<file path="src/rtl/conv_sequencer_if.sv">
// Bus bundle between the convolution sequencer and its controller, memories and ALU.
// master is the sequencer side; slave is the surrounding datapath.
interface conv_sequencer_if;
  logic       start;
  logic       abort;
  logic [7:0] sample_idx;
  logic [4:0] rj_addr;
  logic [7:0] rj_rdata;
  logic [9:0] coeff_addr;
  logic [8:0] coeff_rdata;
  logic [8:0] data_addr;
  logic       alu_clear;
  logic       alu_add;
  logic       alu_sub;
  logic       alu_shift;
  logic       alu_ch;
  logic       out_valid;
  logic       out_ch;
  logic       busy;
  logic       done;
  logic       overrun;
  logic       cfg_err;

  modport master (
    input  start, abort, sample_idx, rj_rdata, coeff_rdata,
    output rj_addr, coeff_addr, data_addr,
    output alu_clear, alu_add, alu_sub, alu_shift, alu_ch,
    output out_valid, out_ch, busy, done, overrun, cfg_err
  );

  modport slave (
    output start, abort, sample_idx, rj_rdata, coeff_rdata,
    input  rj_addr, coeff_addr, data_addr,
    input  alu_clear, alu_add, alu_sub, alu_shift, alu_ch,
    input  out_valid, out_ch, busy, done, overrun, cfg_err
  );
endinterface

</file>
<file path="src/rtl/conv_sequencer.sv">
// Sequences the shared convolution ALU for one output sample on the left then right channel,
// walking rj, coefficient and data memories and issuing clear/add/sub/shift strobes.
module conv_sequencer #(
  parameter int NUM_RJ      = 16,
  parameter int COEFF_DEPTH = 512,
  parameter int DATA_DEPTH  = 256
) (
  input logic              clk,
  input logic              reset_n,
  conv_sequencer_if.master bus
);

  typedef enum logic [3:0] {
    IDLE, CLR, SUM, GRP_RD, GRP_LD, COEF_RD, DAT_RD, ACC, SHIFT, OUT
  } state_e;

  localparam logic [3:0] LAST_J    = 4'(NUM_RJ - 1);
  localparam logic [9:0] COEFF_MAX = 10'(COEFF_DEPTH);
  localparam logic [8:0] CNT_MAX   = 9'(DATA_DEPTH);

  state_e     state_q, state_d;
  logic       ch_q, ch_d;
  logic [3:0] j_q, j_d;
  logic [9:0] total_q, total_d;
  logic [9:0] coeffPtr_q, coeffPtr_d;
  logic [7:0] rCnt_q, rCnt_d;
  logic       sign_q, sign_d;
  logic [7:0] k_q, k_d;
  logic [8:0] sampleCnt_q, sampleCnt_d;
  logic       overrun_q, overrun_d;
  logic       cfgErr_q, cfgErr_d;

  logic [9:0] totalSum;
  logic [9:0] ptrDec;
  logic [4:0] rjAddr;
  logic [9:0] coeffAddr;
  logic [8:0] dataAddr;
  logic       aluClear, aluAdd, aluSub, aluShift;
  logic       outValid, outCh, doneP;

  always_ff @(posedge clk or negedge reset_n) begin
    if (!reset_n) begin
      state_q     <= IDLE;
      ch_q        <= 1'b0;
      j_q         <= '0;
      total_q     <= '0;
      coeffPtr_q  <= '0;
      rCnt_q      <= '0;
      sign_q      <= 1'b0;
      k_q         <= '0;
      sampleCnt_q <= '0;
      overrun_q   <= 1'b0;
      cfgErr_q    <= 1'b0;
    end else begin
      state_q     <= state_d;
      ch_q        <= ch_d;
      j_q         <= j_d;
      total_q     <= total_d;
      coeffPtr_q  <= coeffPtr_d;
      rCnt_q      <= rCnt_d;
      sign_q      <= sign_d;
      k_q         <= k_d;
      sampleCnt_q <= sampleCnt_d;
      overrun_q   <= overrun_d;
      cfgErr_q    <= cfgErr_d;
    end
  end

  // During SUM, j_q doubles as the rj read index s; it is reloaded to the top group on exit.
  always_comb begin
    state_d     = state_q;
    ch_d        = ch_q;
    j_d         = j_q;
    total_d     = total_q;
    coeffPtr_d  = coeffPtr_q;
    rCnt_d      = rCnt_q;
    sign_d      = sign_q;
    k_d         = k_q;
    sampleCnt_d = sampleCnt_q;
    overrun_d   = overrun_q;
    cfgErr_d    = cfgErr_q;
    rjAddr      = '0;
    coeffAddr   = '0;
    dataAddr    = '0;
    aluClear    = 1'b0;
    aluAdd      = 1'b0;
    aluSub      = 1'b0;
    aluShift    = 1'b0;
    outValid    = 1'b0;
    outCh       = 1'b0;
    doneP       = 1'b0;
    totalSum    = total_q + {2'b00, bus.rj_rdata};
    ptrDec      = coeffPtr_q - 10'd1;

    if (bus.start && (state_q != IDLE)) overrun_d = 1'b1;

    case (state_q)
      IDLE: begin
        if (bus.start) begin
          if (sampleCnt_q != CNT_MAX) sampleCnt_d = sampleCnt_q + 9'd1;
          ch_d    = 1'b0;
          state_d = CLR;
        end
      end
      CLR: begin
        aluClear = 1'b1;
        rjAddr   = {ch_q, 4'd0};
        total_d  = '0;
        j_d      = '0;
        state_d  = SUM;
      end
      SUM: begin
        total_d = totalSum;
        if (j_q != LAST_J) begin
          rjAddr = {ch_q, j_q + 4'd1};
          j_d    = j_q + 4'd1;
        end else if (totalSum > COEFF_MAX) begin
          cfgErr_d = 1'b1;
          state_d  = OUT;
        end else begin
          coeffPtr_d = totalSum;
          j_d        = LAST_J;
          state_d    = GRP_RD;
        end
      end
      GRP_RD: begin
        rjAddr  = {ch_q, j_q};
        state_d = GRP_LD;
      end
      GRP_LD: begin
        rCnt_d  = bus.rj_rdata;
        state_d = (bus.rj_rdata == 8'd0) ? SHIFT : COEF_RD;
      end
      COEF_RD: begin
        coeffPtr_d = ptrDec;
        coeffAddr  = {ch_q, ptrDec[8:0]};
        state_d    = DAT_RD;
      end
      DAT_RD: begin
        sign_d   = bus.coeff_rdata[8];
        k_d      = bus.coeff_rdata[7:0];
        dataAddr = {ch_q, bus.sample_idx - bus.coeff_rdata[7:0]};
        state_d  = ACC;
      end
      ACC: begin
        // Taps reaching back before the first stored sample contribute nothing.
        if ({1'b0, k_q} < sampleCnt_q) begin
          aluAdd = ~sign_q;
          aluSub = sign_q;
        end
        rCnt_d  = rCnt_q - 8'd1;
        state_d = (rCnt_q == 8'd1) ? SHIFT : COEF_RD;
      end
      SHIFT: begin
        aluShift = 1'b1;
        if (j_q == 4'd0) begin
          state_d = OUT;
        end else begin
          j_d     = j_q - 4'd1;
          state_d = GRP_RD;
        end
      end
      OUT: begin
        outValid = 1'b1;
        outCh    = ch_q;
        if (!ch_q) begin
          ch_d    = 1'b1;
          state_d = CLR;
        end else begin
          doneP   = 1'b1;
          state_d = IDLE;
        end
      end
      default: state_d = IDLE;
    endcase

    if (bus.abort) begin
      state_d     = IDLE;
      ch_d        = 1'b0;
      sampleCnt_d = '0;
      overrun_d   = 1'b0;
      cfgErr_d    = 1'b0;
    end
  end

  assign bus.rj_addr    = rjAddr;
  assign bus.coeff_addr = coeffAddr;
  assign bus.data_addr  = dataAddr;
  assign bus.alu_clear  = aluClear;
  assign bus.alu_add    = aluAdd;
  assign bus.alu_sub    = aluSub;
  assign bus.alu_shift  = aluShift;
  assign bus.alu_ch     = (state_q != IDLE) && ch_q;
  assign bus.out_valid  = outValid;
  assign bus.out_ch     = outCh;
  assign bus.busy       = (state_q != IDLE);
  assign bus.done       = doneP;
  assign bus.overrun    = overrun_q;
  assign bus.cfg_err    = cfgErr_q;

endmodule
</file>
<file path="src/flat_wrapper.sv">
// flat-port wrapper written by rule: the top's interface ports become plain ports
module conv_sequencer_flat 
#(
  parameter int NUM_RJ      = 16,
  parameter int COEFF_DEPTH = 512,
  parameter int DATA_DEPTH  = 256
)
  (clk, reset_n, bus_start, bus_abort, bus_sample_idx, bus_rj_rdata, bus_coeff_rdata, bus_rj_addr, bus_coeff_addr, bus_data_addr, bus_alu_clear, bus_alu_add, bus_alu_sub, bus_alu_shift, bus_alu_ch, bus_out_valid, bus_out_ch, bus_busy, bus_done, bus_overrun, bus_cfg_err);
  conv_sequencer_if bus_i ();
  input logic clk;
  input logic reset_n;
  input wire logic [$bits(bus_i.start)-1:0] bus_start;
  input wire logic [$bits(bus_i.abort)-1:0] bus_abort;
  input wire logic [$bits(bus_i.sample_idx)-1:0] bus_sample_idx;
  input wire logic [$bits(bus_i.rj_rdata)-1:0] bus_rj_rdata;
  input wire logic [$bits(bus_i.coeff_rdata)-1:0] bus_coeff_rdata;
  output wire logic [$bits(bus_i.rj_addr)-1:0] bus_rj_addr;
  output wire logic [$bits(bus_i.coeff_addr)-1:0] bus_coeff_addr;
  output wire logic [$bits(bus_i.data_addr)-1:0] bus_data_addr;
  output wire logic [$bits(bus_i.alu_clear)-1:0] bus_alu_clear;
  output wire logic [$bits(bus_i.alu_add)-1:0] bus_alu_add;
  output wire logic [$bits(bus_i.alu_sub)-1:0] bus_alu_sub;
  output wire logic [$bits(bus_i.alu_shift)-1:0] bus_alu_shift;
  output wire logic [$bits(bus_i.alu_ch)-1:0] bus_alu_ch;
  output wire logic [$bits(bus_i.out_valid)-1:0] bus_out_valid;
  output wire logic [$bits(bus_i.out_ch)-1:0] bus_out_ch;
  output wire logic [$bits(bus_i.busy)-1:0] bus_busy;
  output wire logic [$bits(bus_i.done)-1:0] bus_done;
  output wire logic [$bits(bus_i.overrun)-1:0] bus_overrun;
  output wire logic [$bits(bus_i.cfg_err)-1:0] bus_cfg_err;
  assign bus_i.start = bus_start;
  assign bus_i.abort = bus_abort;
  assign bus_i.sample_idx = bus_sample_idx;
  assign bus_i.rj_rdata = bus_rj_rdata;
  assign bus_i.coeff_rdata = bus_coeff_rdata;
  assign bus_rj_addr = bus_i.rj_addr;
  assign bus_coeff_addr = bus_i.coeff_addr;
  assign bus_data_addr = bus_i.data_addr;
  assign bus_alu_clear = bus_i.alu_clear;
  assign bus_alu_add = bus_i.alu_add;
  assign bus_alu_sub = bus_i.alu_sub;
  assign bus_alu_shift = bus_i.alu_shift;
  assign bus_alu_ch = bus_i.alu_ch;
  assign bus_out_valid = bus_i.out_valid;
  assign bus_out_ch = bus_i.out_ch;
  assign bus_busy = bus_i.busy;
  assign bus_done = bus_i.done;
  assign bus_overrun = bus_i.overrun;
  assign bus_cfg_err = bus_i.cfg_err;
  conv_sequencer #(.NUM_RJ(NUM_RJ), .COEFF_DEPTH(COEFF_DEPTH), .DATA_DEPTH(DATA_DEPTH)) u_core (.clk(clk), .reset_n(reset_n), .bus(bus_i));
endmodule
</file>
<file path="config.mk">
export PLATFORM = sky130hd
export DESIGN_NAME = conv_sequencer_flat
export DESIGN_NICKNAME = d
export VERILOG_FILES = /design/src/rtl/conv_sequencer_if.sv /design/src/rtl/conv_sequencer.sv /design/src/flat_wrapper.sv
export SDC_FILE = /design/constraint.sdc
export NUM_CORES = 1
export LEC_CHECK = 0
export CAP_MARGIN = 30
export CELL_PAD_IN_SITES_DETAIL_PLACEMENT = 0
export CELL_PAD_IN_SITES_GLOBAL_PLACEMENT = 2
export CORE_MARGIN = 4
export CORE_UTILIZATION = 29
export DETAILED_ROUTE_END_ITERATION = 10
export GPL_TIMING_DRIVEN = 0
export PLACE_DENSITY_LB_ADDON = 0.1
export SETUP_SLACK_MARGIN = 0.1
export SLEW_MARGIN = 10
export SYNTH_ARGS = -nofsm -noshare
export SYNTH_HDL_FRONTEND = slang
export SYNTH_SLANG_ARGS = --single-unit
</file>
<file path="constraint.sdc">
create_clock -name clk -period 4.79 [get_ports clk]
set_input_delay 0.7185 -clock clk [delete_from_list [all_inputs] [get_ports clk]]
set_output_delay 0.7185 -clock clk [all_outputs]
set_load 0.02 [all_outputs]
</file>
**Yosys cells after proc, flatten, opt, wreduce, memory -nomap -nowiden**

Index checks and enable logic that the tools add are counted.

- Output and inout bits: 35
- Bits in registers: 57
- Logic and storage cells: 108
- Input bits: 29

- Multiplexer cells: 45
- Reduce and logical (&&, ||, !) cells: 23
- Magnitude comparators: 2
- Bitwise operators: 1
- Eq/ne operators: 19
- Add/sub/neg operators: 7

Operators with widths:

| cell | count |
|---|---|
| 9-bit 2-to-1 mux | 5 |
| 4-bit 2-to-1 mux | 10 |
| 10-bit case mux with 2 select lines | 2 |
| 4-bit case mux with 10 select lines | 1 |
| 10-bit 2-to-1 mux | 3 |
| 1-bit 2-to-1 mux | 19 |
| 2-bit nonzero test | 9 |
| 4-bit by 3-bit == test with 1-bit output, second input constant | 4 |
| 8-bit case mux with 2 select lines | 1 |
| 5-bit case mux with 3 select lines | 1 |
| 4-bit case mux with 3 select lines | 1 |
| 3-bit AND reduction | 4 |
| 10-bit by 8-bit adder with 10-bit output | 1 |
| 10-bit > comparator, second input constant | 1 |
| 10-bit by 1-bit subtractor with 10-bit output, second input constant | 1 |
| 9-bit by 1-bit adder with 9-bit output, second input constant | 1 |
| 8-bit by 9-bit less-than comparator with 1-bit output | 1 |
| 9-bit != test, second input constant | 1 |
| 4-bit by 2-bit == test with 1-bit output, second input constant | 2 |
| 4-bit == test, second input constant | 2 |
| 8-bit by 1-bit == test with 1-bit output, second input constant | 1 |
| 4-bit logical NOT | 2 |
| 8-bit logical NOT | 1 |
| 2-bit != test, second input constant | 4 |
| other kinds (15) | 19 |

**Longest topological paths before layout**

Gate-level depths: netlist of the first run.

- Depth in word-level cells: 6
- Mapped depth: 11
- Gate-level depth less buffers: 11

**Worst setup path after synthesis of the first run**

Ideal clock, no wire load.

- Path kind: input to output
- Start: input bus_coeff_rdata[1]
- End: output bus_data_addr[7]
- Path slack: 1.725 ns
- Stages: 9
- Arrival: 2.347 ns
- Data required time: 4.072 ns
- Buffers on the path: 0
- Cell sequence: inv_1 -> ha_1 -> nor2b_1 -> o21ai_0 -> a21oi_1 -> o21ai_0 -> a21o_1 -> a21oi_1 -> nor3b_1

- Cells in the longest elaborated chain, start to end: 2

RTL lines:

| item | line | source |
|---|---|---|
| start: declaration | flat_wrapper.sv:16 | `input wire logic [$bits(bus_i.coeff_rdata)-1:0] bus_coeff_rdata;` |
| 8-bit subtractor | conv_sequencer.sv:142 | `dataAddr = {ch_q, bus.sample_idx - bus.coeff_rdata[7:0]};` |
| 9-bit 2-to-1 mux | conv_sequencer.sv:97 | `case (state_q)` |
| end: declaration | flat_wrapper.sv:19 | `output wire logic [$bits(bus_i.data_addr)-1:0] bus_data_addr;` |

No other way between the ends.

**Worst setup path in the final report of the first run**

Ends and elaborated chain as after synthesis.

==> run summary, run 1 <==
The biggest fanout along the worst timing path came out at 3. After clock tree synthesis, the clock-pin slew on the worst setup and hold paths is 0.07 ns. The hold buffer count at cts is 0. TritonCTS built the clock tree. The run gives 561 as the number of nets produced by synthesis.

The compound-cell area share of the yosys netlist came out at 0.2010. Data on the critical path is required at its endpoint by 4.07 ns. The first global-routing pass estimated 19.18 mm of wire.

The die area was 16390 um2; the initial core utilization was 0.2986. In the final layout, the multi-input gates occupy 2586 um2. The antenna diode instance count is 0. The power density over the cells is 401.3 nW/um2.

The width of the chip was 128.0 um; the upper clock frequency limit was 0.2442 GHz. The logs give 0.7182 ns for the worst-case setup slack after placement and 13990 um2 for the core area. The run gives 0.006614 ns as the setup clock skew after layout. Across all layers, the routed design uses 3768 vias. After clock tree synthesis, the setup repair step added 0 buffers. The logs give 1401 um2 for the register area and 0 for the number of antenna-violating nets in the routed design. For this run, the detailed router's first-pass iteration total came to 5.

Fraction of synthesized cell area in xor and xnor cells: 0.05602. Class of the tightest hold or removal check: reg -> reg. The later pin in the worst-skew pair is clocked with a latency of 0.30 ns. At the worst endpoint, the arrival time is 3.38 ns.

Number of antenna violations at the first check in global routing: 0. The worst setup path is launched from a primary input. After the last flow step, the layout net total stands at 631. Relative to the synthesized area, the layout overhead comes to 24.81%. The count of final max-slew check failures is 0. The post-synthesis sequential element count is 56.

After detailed routing, the number of vias per cell comes to 5.017. Number of synthesized flops with an enable pin: 0. Summed over all cells, the static leakage comes to 2.222 nW.

Async set or reset register ratio after synthesis: 1.000. The tools report the number of H-tree levels as 2. The cell area that synthesis handed to floorplanning was 4177 um2. The most instantiated flip-flop cell in the synthesis netlist was dfrtp_1. The share of cells above drive strength 1 is 0.05604. The transition time at the pin with the least slew margin works out to 0.8621 ns. The detailed router finished its first iteration with 294 violations. The number of sinks handled by clock tree synthesis was 56; the placed wire-length estimate was 8.789 mm. After synthesis, the netlist uses 68 different library cells.

For this run, the number of Yosys warnings is 0. The setup slack of the most critical reg-to-reg path came out at 1.82 ns. The tree is rooted in a clkbuf_16.

Simple-gate share of the synthesized area: 0.2555. Setup repair after global routing left no endpoint under its margin. The logs give 0 for the number of hold violations in the final report and 5 for the number of buffers created by CTS. The final routed wire length divided by cell count was 15.65 um; the total power consumption of the routed design was 0.002092 W. By startpoint and endpoint, the worst setup path is classified as in -> out. Worst supply voltage drop on vdd: 0.2138 mV. The instance count of the mapped netlist is 500.

Final cycle utilization of the critical path: 0.8549. The detailed-route wire length is 11.76 mm. The die is 128.0 um tall.

The layout has 1507 filler cells. The clock passes through at most 2 buffers. After synthesis, the largest family of logic cells by area is simple AND/OR/NAND/NOR gates. The final global-route overflow total is 0.

For the worst relative slew slack, the log shows 0.4208. The tools report the sequential fraction of the synthesis area as 0.3355. The flow ran to the end, and the final reports show no timing, DRC or antenna violations. Across all setup checks in the final design, the least slack found is 0.6950 ns. The clock period minus final worst setup slack came out at 4.095 ns.

Max-cap violations in this run came to 0. The total routing resource utilization after global routing was 0.1440; the via count of the first global-routing pass was 3694. Setup violations remaining at the end of the flow were counted as 0. The tools report the last weighted congestion value of the routability-driven placer as 0.7871. Entering global routing, the biggest net connects 57 pins. For the number of placed I/O pins, the log shows 64. The share of cell area taken by muxes after synthesis came out at 0.007190. The count of buffers added on input and output ports is 63. The tools report the number of placement rows as 43. The total negative slack came out at 0 ns. The synthesized-area fraction occupied by adder cells is 0.09946, and the post-cts resize count is 0.

For this run, design rule violations remaining after detail routing come to 0. The worst setup path is captured at an output pin. Each instance of the synthesized netlist takes up on average 8.353 um2.
[state kept, by name, summed over array words and instances, names as in the netlist]
name,flops
u_core.sign_q,1
u_core.rCnt_q,8
u_core.k_q,8
u_core.coeffPtr_q,9
u_core.j_q,4
u_core.total_q,10
u_core.sampleCnt_q,9
u_core.bus.overrun,1
u_core.bus.cfg_err,1
u_core.ch_q,1
u_core.state_q,4
[per-layer routing]
metal  part of all wire  wire length, um  global-route usage
met1               0.50             5852              0.2117
met2               0.46             5414              0.2264
met3              0.035              412             0.02375
met4             0.0065               76             0.02247
met5                  0                0                   0
[synthesized netlist by cell type (3+ instances only)]
| master | instances | area (um2) |
|---|---|---|
| nor3_2 | 4 | 40.04 |
| nor4_1 | 6 | 37.54 |
| nor3_1 | 18 | 90.09 |
| nor3b_1 | 3 | 22.52 |
| mux2i_1 | 3 | 30.03 |
| a22oi_1 | 3 | 22.52 |
| a221oi_2 | 3 | 45.04 |
| and2_1 | 4 | 25.02 |
| a21oi_1 | 26 | 130.1 |
| nand2_1 | 59 | 221.5 |
| clkbuf_1 | 12 | 45.04 |
| dfrtp_1 | 56 | 1401 |
| o221ai_1 | 4 | 35.03 |
| nor2b_1 | 11 | 68.82 |
| inv_1 | 30 | 112.6 |
| o21ai_0 | 37 | 185.2 |
| nand4_1 | 3 | 18.77 |
| nor2_1 | 57 | 214.0 |
| and3_1 | 10 | 62.56 |
| a21o_1 | 9 | 67.56 |
| ha_1 | 30 | 375.4 |
| and2b_1 | 3 | 22.52 |
| a22o_1 | 5 | 43.79 |
| xnor2_1 | 14 | 122.6 |
| or3_1 | 6 | 37.54 |
| nand2b_1 | 7 | 43.79 |
| a221o_1 | 3 | 30.03 |
| a211oi_1 | 3 | 22.52 |
| nand3_1 | 14 | 70.07 |
| xor2_1 | 9 | 78.83 |
| o21a_1 | 3 | 22.52 |
[critical path, stage by stage]
cell and delay [ns]:
clkdlybuf4s50_1 0.45, inv_1 0.07, ha_1 0.28, nor2b_1 0.12, o21ai_0 0.23, a21oi_1 0.13, o21ai_0 0.27, a21o_1 0.20
a21oi_1 0.07, nor3b_1 0.19, clkdlybuf4s50_1 0.64
[power breakdown]
part | total [W] | internal [W] | switching [W]
sequential | 0.000713 | 0.000590 | 0.000123
combinational | 0.000919 | 0.000388 | 0.000531
clock | 0.000460 | 0.000276 | 0.000184
total | 0.00209 | 0.00125 | 0.000838
[cell type report]
cell class,count,area share
repair buffers,63,0.1205
clock inverters,1,0.005761
multi-input cells,397,0.4962
well taps,180,0.04321
clock buffers,7,0.02928
flip-flops and latches,56,0.2688
inverters,30,0.02160
plain buffers,17,0.01464
[worst paths after layout]
| path | endpoint | cells after the start | from |
|---|---|---|---|
| max in group asynchronous | u_core.j_q[0] | 1 | reset_n |
| max | bus_data_addr[7] | 11 | bus_coeff_rdata[1] |
| min reg2reg | u_core.k_q[0] | 2 | u_core.k_q[0] |
| min in group asynchronous | u_core.total_q[5] | 1 | reset_n |
| max reg2reg | u_core.coeffPtr_q[8] | 10 | u_core.total_q[0] |
| min | u_core.k_q[0] | 2 | u_core.k_q[0] |
[metrics by stage]
stage / instance area [um2] / hold slack (ns) / instances / util
6_report: 5213 / 0.4744 / 751 / 0.3726
5_1_grt: 5213 / 0.4974 / 751 / 0.3726
4_1_cts: 5213 / 0.4778 / 751 / 0.3726
3_5_place_dp: 5030 / 0.4589 / 743 / 0.3596
3_3_place_gp: 5032 / 0.4622 / 743 / 0.3598
2_1_floorplan: 4177 / 0.4229 / 500 / -
[cells in the final DEF, fill, tap and decap left out, types with 10 or more instances in the layout]
cell,netlist,final
a21oi_1,26,26
and3_1,10,10
clkbuf_1,12,12
clkdlybuf4s50_1,0,62
dfrtp_1,56,56
ha_1,30,30
inv_1,30,30
nand2_1,59,59
nand3_1,14,14
nor2_1,57,57
nor2b_1,11,11
nor3_1,18,18
o21ai_0,37,37
xnor2_1,14,14
[cell families (layout without fill, tap and decap cells)]
family                   Yosys count  after routing
XOR/XNOR                          25             25
adder cells (fa/ha/maj)           32             32
AO/OA/AOI/OAI                    120            120
buffers and inverters             47            118
flip-flops                        56             56
AND/OR/NAND/NOR                  217            217
multiplexers                       3              3
(Power assumes the default switching activity.)
==> run 2: changes to the inputs <==
Settings changed: SKIP_LAST_GASP set to 1, TNS_END_PERCENT set to 5.
==> results of run 2 <==
Final layout, timing and power as in run 1 (identical DEF).
==> run 3: changes to the inputs <==
Settings changed: REMOVE_ABC_BUFFERS set to 1.
==> run 3 against run 2 <==
Effect of this change:
- via count down 1.4%
- first-iteration DRC count is 51% lower
- sequential power rose by 4.3%
- critical path type unchanged
- register-to-register slack worse by 0.09 ns
- flip-flop and latch count unchanged
- wire length fell by 0.11%
- core utilization down 0.40 points
- clock skew is essentially flat
- worst setup slack better by 0.018 ns
- combinational power fell by 4.4%
- hold slack worse by 0.21 ns
- count of clock-buffer cells in the layout decreased by 2
==> run summary, run 3 (synthesis gave the netlist of run 1 again) <==
The flow ran to the end, and the final reports show no timing, DRC or antenna violations. The number of standard cells in the layout, taps in and fillers out is 736 (-2.0%), and the hold buffer count at cts is 0 (unchanged). The maximum cell stage delay along the critical path is 0.64 ns (about the same). For the number of antenna violations at the first check in global routing, the log shows 0 (unchanged). The worst-case setup slack after placement was 0.7150 ns (-0.003179 ns); the count of final max-slew check failures was 0 (unchanged).

For the number of fill cells in the layout, the log shows 1464 (-2.9%). The antenna diode instance count is 0 (unchanged). The critical path goes through clkdlybuf4s50_1 -> inv_1 -> ha_1 -> nor2b_1 -> o21ai_0 -> a21oi_1 -> o21ai_0 -> a21o_1 -> a21oi_1 -> nor3b_1 -> clkdlybuf4s50_1. The max-cap check violation count was 0 (unchanged); the clock period minus final worst setup slack was 4.077 ns (-0.01840 ns).

For the number of failing setup endpoints in the final timing report, the log shows 0 (unchanged). The critical path endpoint category is an output pin. The logs give 0.7134 ns (+0.01840 ns) for the final worst slack and 0 (unchanged) for the post-cts resize count. The power density over the cells is 400.1 nW/um2 (-0.28%). The logs give 3717 (-1.4%) for the number of vias in the routed layout and 11.74 mm (-0.11%) for the detailed-route wire length. For the global-route wire length before repair, the log shows 19.58 mm (+2.1%). The biggest fanout along the worst timing path is 3 (unchanged). The logs give 3730 (+0.97%) for the via count of the first global-routing pass and 0 (unchanged) for the number of buffers inserted by post-CTS setup repair. The total negative slack was 0 ns (unchanged).

Relative to the synthesized area, the layout overhead comes to 23.46%. The transition time at the pin with the least slew margin was 0.8184 ns (-0.04371 ns); the share of cells above drive strength 1 was 0.05576 (-0.0002866). Die area: 16390 um2 (unchanged). The worst supply voltage drop on vdd is 0.1691 mV (-21%), and the buffer depth of the longest clock path is 2 (unchanged). The maximum number of pins on one net before global-route repair was 44 (-23%).

Width of the chip: 128.0 um (unchanged). The library cell used most frequently in the layout, excluding fill and tap cells, is clkdlybuf4s50_1. For the static leakage, the log shows 2.196 nW (-1.2%).

The largest registers in the layout are u_core.total_q (10), u_core.coeffPtr_q (9), u_core.sampleCnt_q (9). The number of buffers created by CTS came out at 5 (unchanged). The number of design rule violations left after detail routing was 0 (unchanged); the number of iterations in the first detailed-routing pass was 4 (-1). The number of port buffers was 63 (unchanged); the worst relative slew slack was 0.4507 (+0.02990). The clock slew seen by the registers of the worst setup and hold paths was 0.08 ns (about the same). Number of vias per cell: 5.050 (+0.66%). The total routing resource utilization after global routing came out at 0.1493 (+0.005339).

For the number of nets in the layout, the log shows 616 (-2.4%). Setup repair after global routing left no endpoint under its margin. The overall die height is 128.0 um (unchanged), and the first-iteration detailed-routing DRC count is 145 (-51%). The final standard cell area without fillers came out at 5156 um2 (-1.1%).

The final routed wire length divided by cell count came out at 15.95 um (+1.9%). In the layout the commonest cells are 62 x clkdlybuf4s50_1, 59 x nand2_1, 57 x nor2_1. The clock network latency to the later pin of the worst-skew pair was 0.31 ns (about the same).

The slowest stage of the critical path is the clkdlybuf4s50_1 cell. The run gives 0.2453 GHz (+0.45%) as the upper clock frequency limit. The root buffer cell chosen for the clock tree is clkbuf_16. The startpoint identified for the worst register-to-register timing path is u_core.total_q[0]. The number of placed instances with taps included was 728 (-2.0%); the number of flip-flops in the largest register was 10 (unchanged). The number of sinks handled by clock tree synthesis was 56 (unchanged); the final global-route overflow total was 0 (unchanged).

The data required time at the worst endpoint is 4.07 ns (about the same), and the initial core utilization is 0.2986 (unchanged). The number of placement rows was 43 (unchanged); the setup slack of the most critical reg-to-reg path was 1.73 ns (-0.09 ns). The logs give 4989 um2 (-0.82%) for the area after detailed placement and 64 (unchanged) for the number of placed I/O pins. The critical path startpoint category was a primary input. Startpoint-to-endpoint class of the critical path: in -> out. The number of antenna-violating nets in the routed design is 0 (unchanged). TritonCTS built the clock tree. The final cycle utilization of the critical path works out to 0.8511 (-0.003841). The last weighted congestion value of the routability-driven placer was 0.7627 (-3.1%). The placed wire-length estimate was 8.685 mm (-1.2%). For the setup clock skew after layout, the log shows 0.006695 ns (+0.00008129 ns). The register with the most flip-flops was u_core.total_q. The core area is 13990 um2 (unchanged). The min-delay analysis places its worst path in the category in -> async.

The critical path data arrival time is 3.36 ns (-0.02 ns), and the worst hold margin is 0.2665 ns (-0.2079 ns). The logs give 0 (unchanged) for the number of hold violations in the final report and 2 (unchanged) for the number of H-tree levels. Startpoint of the worst setup timing path: bus_coeff_rdata[1].
run 3: cell types whose count changed in the layout (fill, tap and decap cells not counted), sizes merged:
cell and change:
clkbuf -14, buf -3, clkinv +1, clkinvlp +1
run 3: through the flow:
step | utilization | power, W
after detailed placement | 0.3566 | 0.001635
final | 0.3686 | 0.002063
after global routing | 0.3686 | 0.002248
after floorplan | - | 0.001349
after global placement | 0.3543 | 0.001622
after CTS | 0.3686 | 0.002092
run 3: worst paths after layout:
| check | endpoint | depth (start not counted) |
|---|---|---|
| worst max register to register | u_core.coeffPtr_q[1] | 9 |
| max in group asynchronous | u_core.k_q[3] | 2 |
| worst max-delay path | bus_data_addr[7] | 11 |
| worst min-delay path | u_core.rCnt_q[4] | 1 |
| worst min register to register | u_core.k_q[0] | 2 |
| min in group clk | u_core.k_q[0] | 2 |
run 3: where the power goes:
group          internal, W  switching [W]
combinational     0.000384       0.000495
sequential        0.000589       0.000155
clock             0.000247       0.000193
total              0.00122       0.000843
run 3: cell type report:
class                   count  area [um2]  area share
well taps                 180       225.2     0.04368
repair buffers             65       663.1      0.1286
multi-input cells         397        2586      0.5016
inverters                  30       112.6     0.02184
flip-flops and latches     56        1401      0.2718
clock inverters             3       42.54    0.008250
clock buffers               5       125.1     0.02427
run 3: layer usage:
metal  vias up  global-route usage  share of wire
met2        59              0.2344           0.47
met3        10             0.03542          0.036
met5         -                   0              0
met4         0             0.03620          0.013
li1       1878                   -              -
met1      1770              0.2077           0.48
run 3: worst max-delay path: cells and delay by family:
kind                       cells  cell delay [ns]
and+or+nand+nor                2             0.32
buffers and inverters          3             1.16
adders and majority gates      1             0.28
AOI/OAI and AO/OA              5             0.86
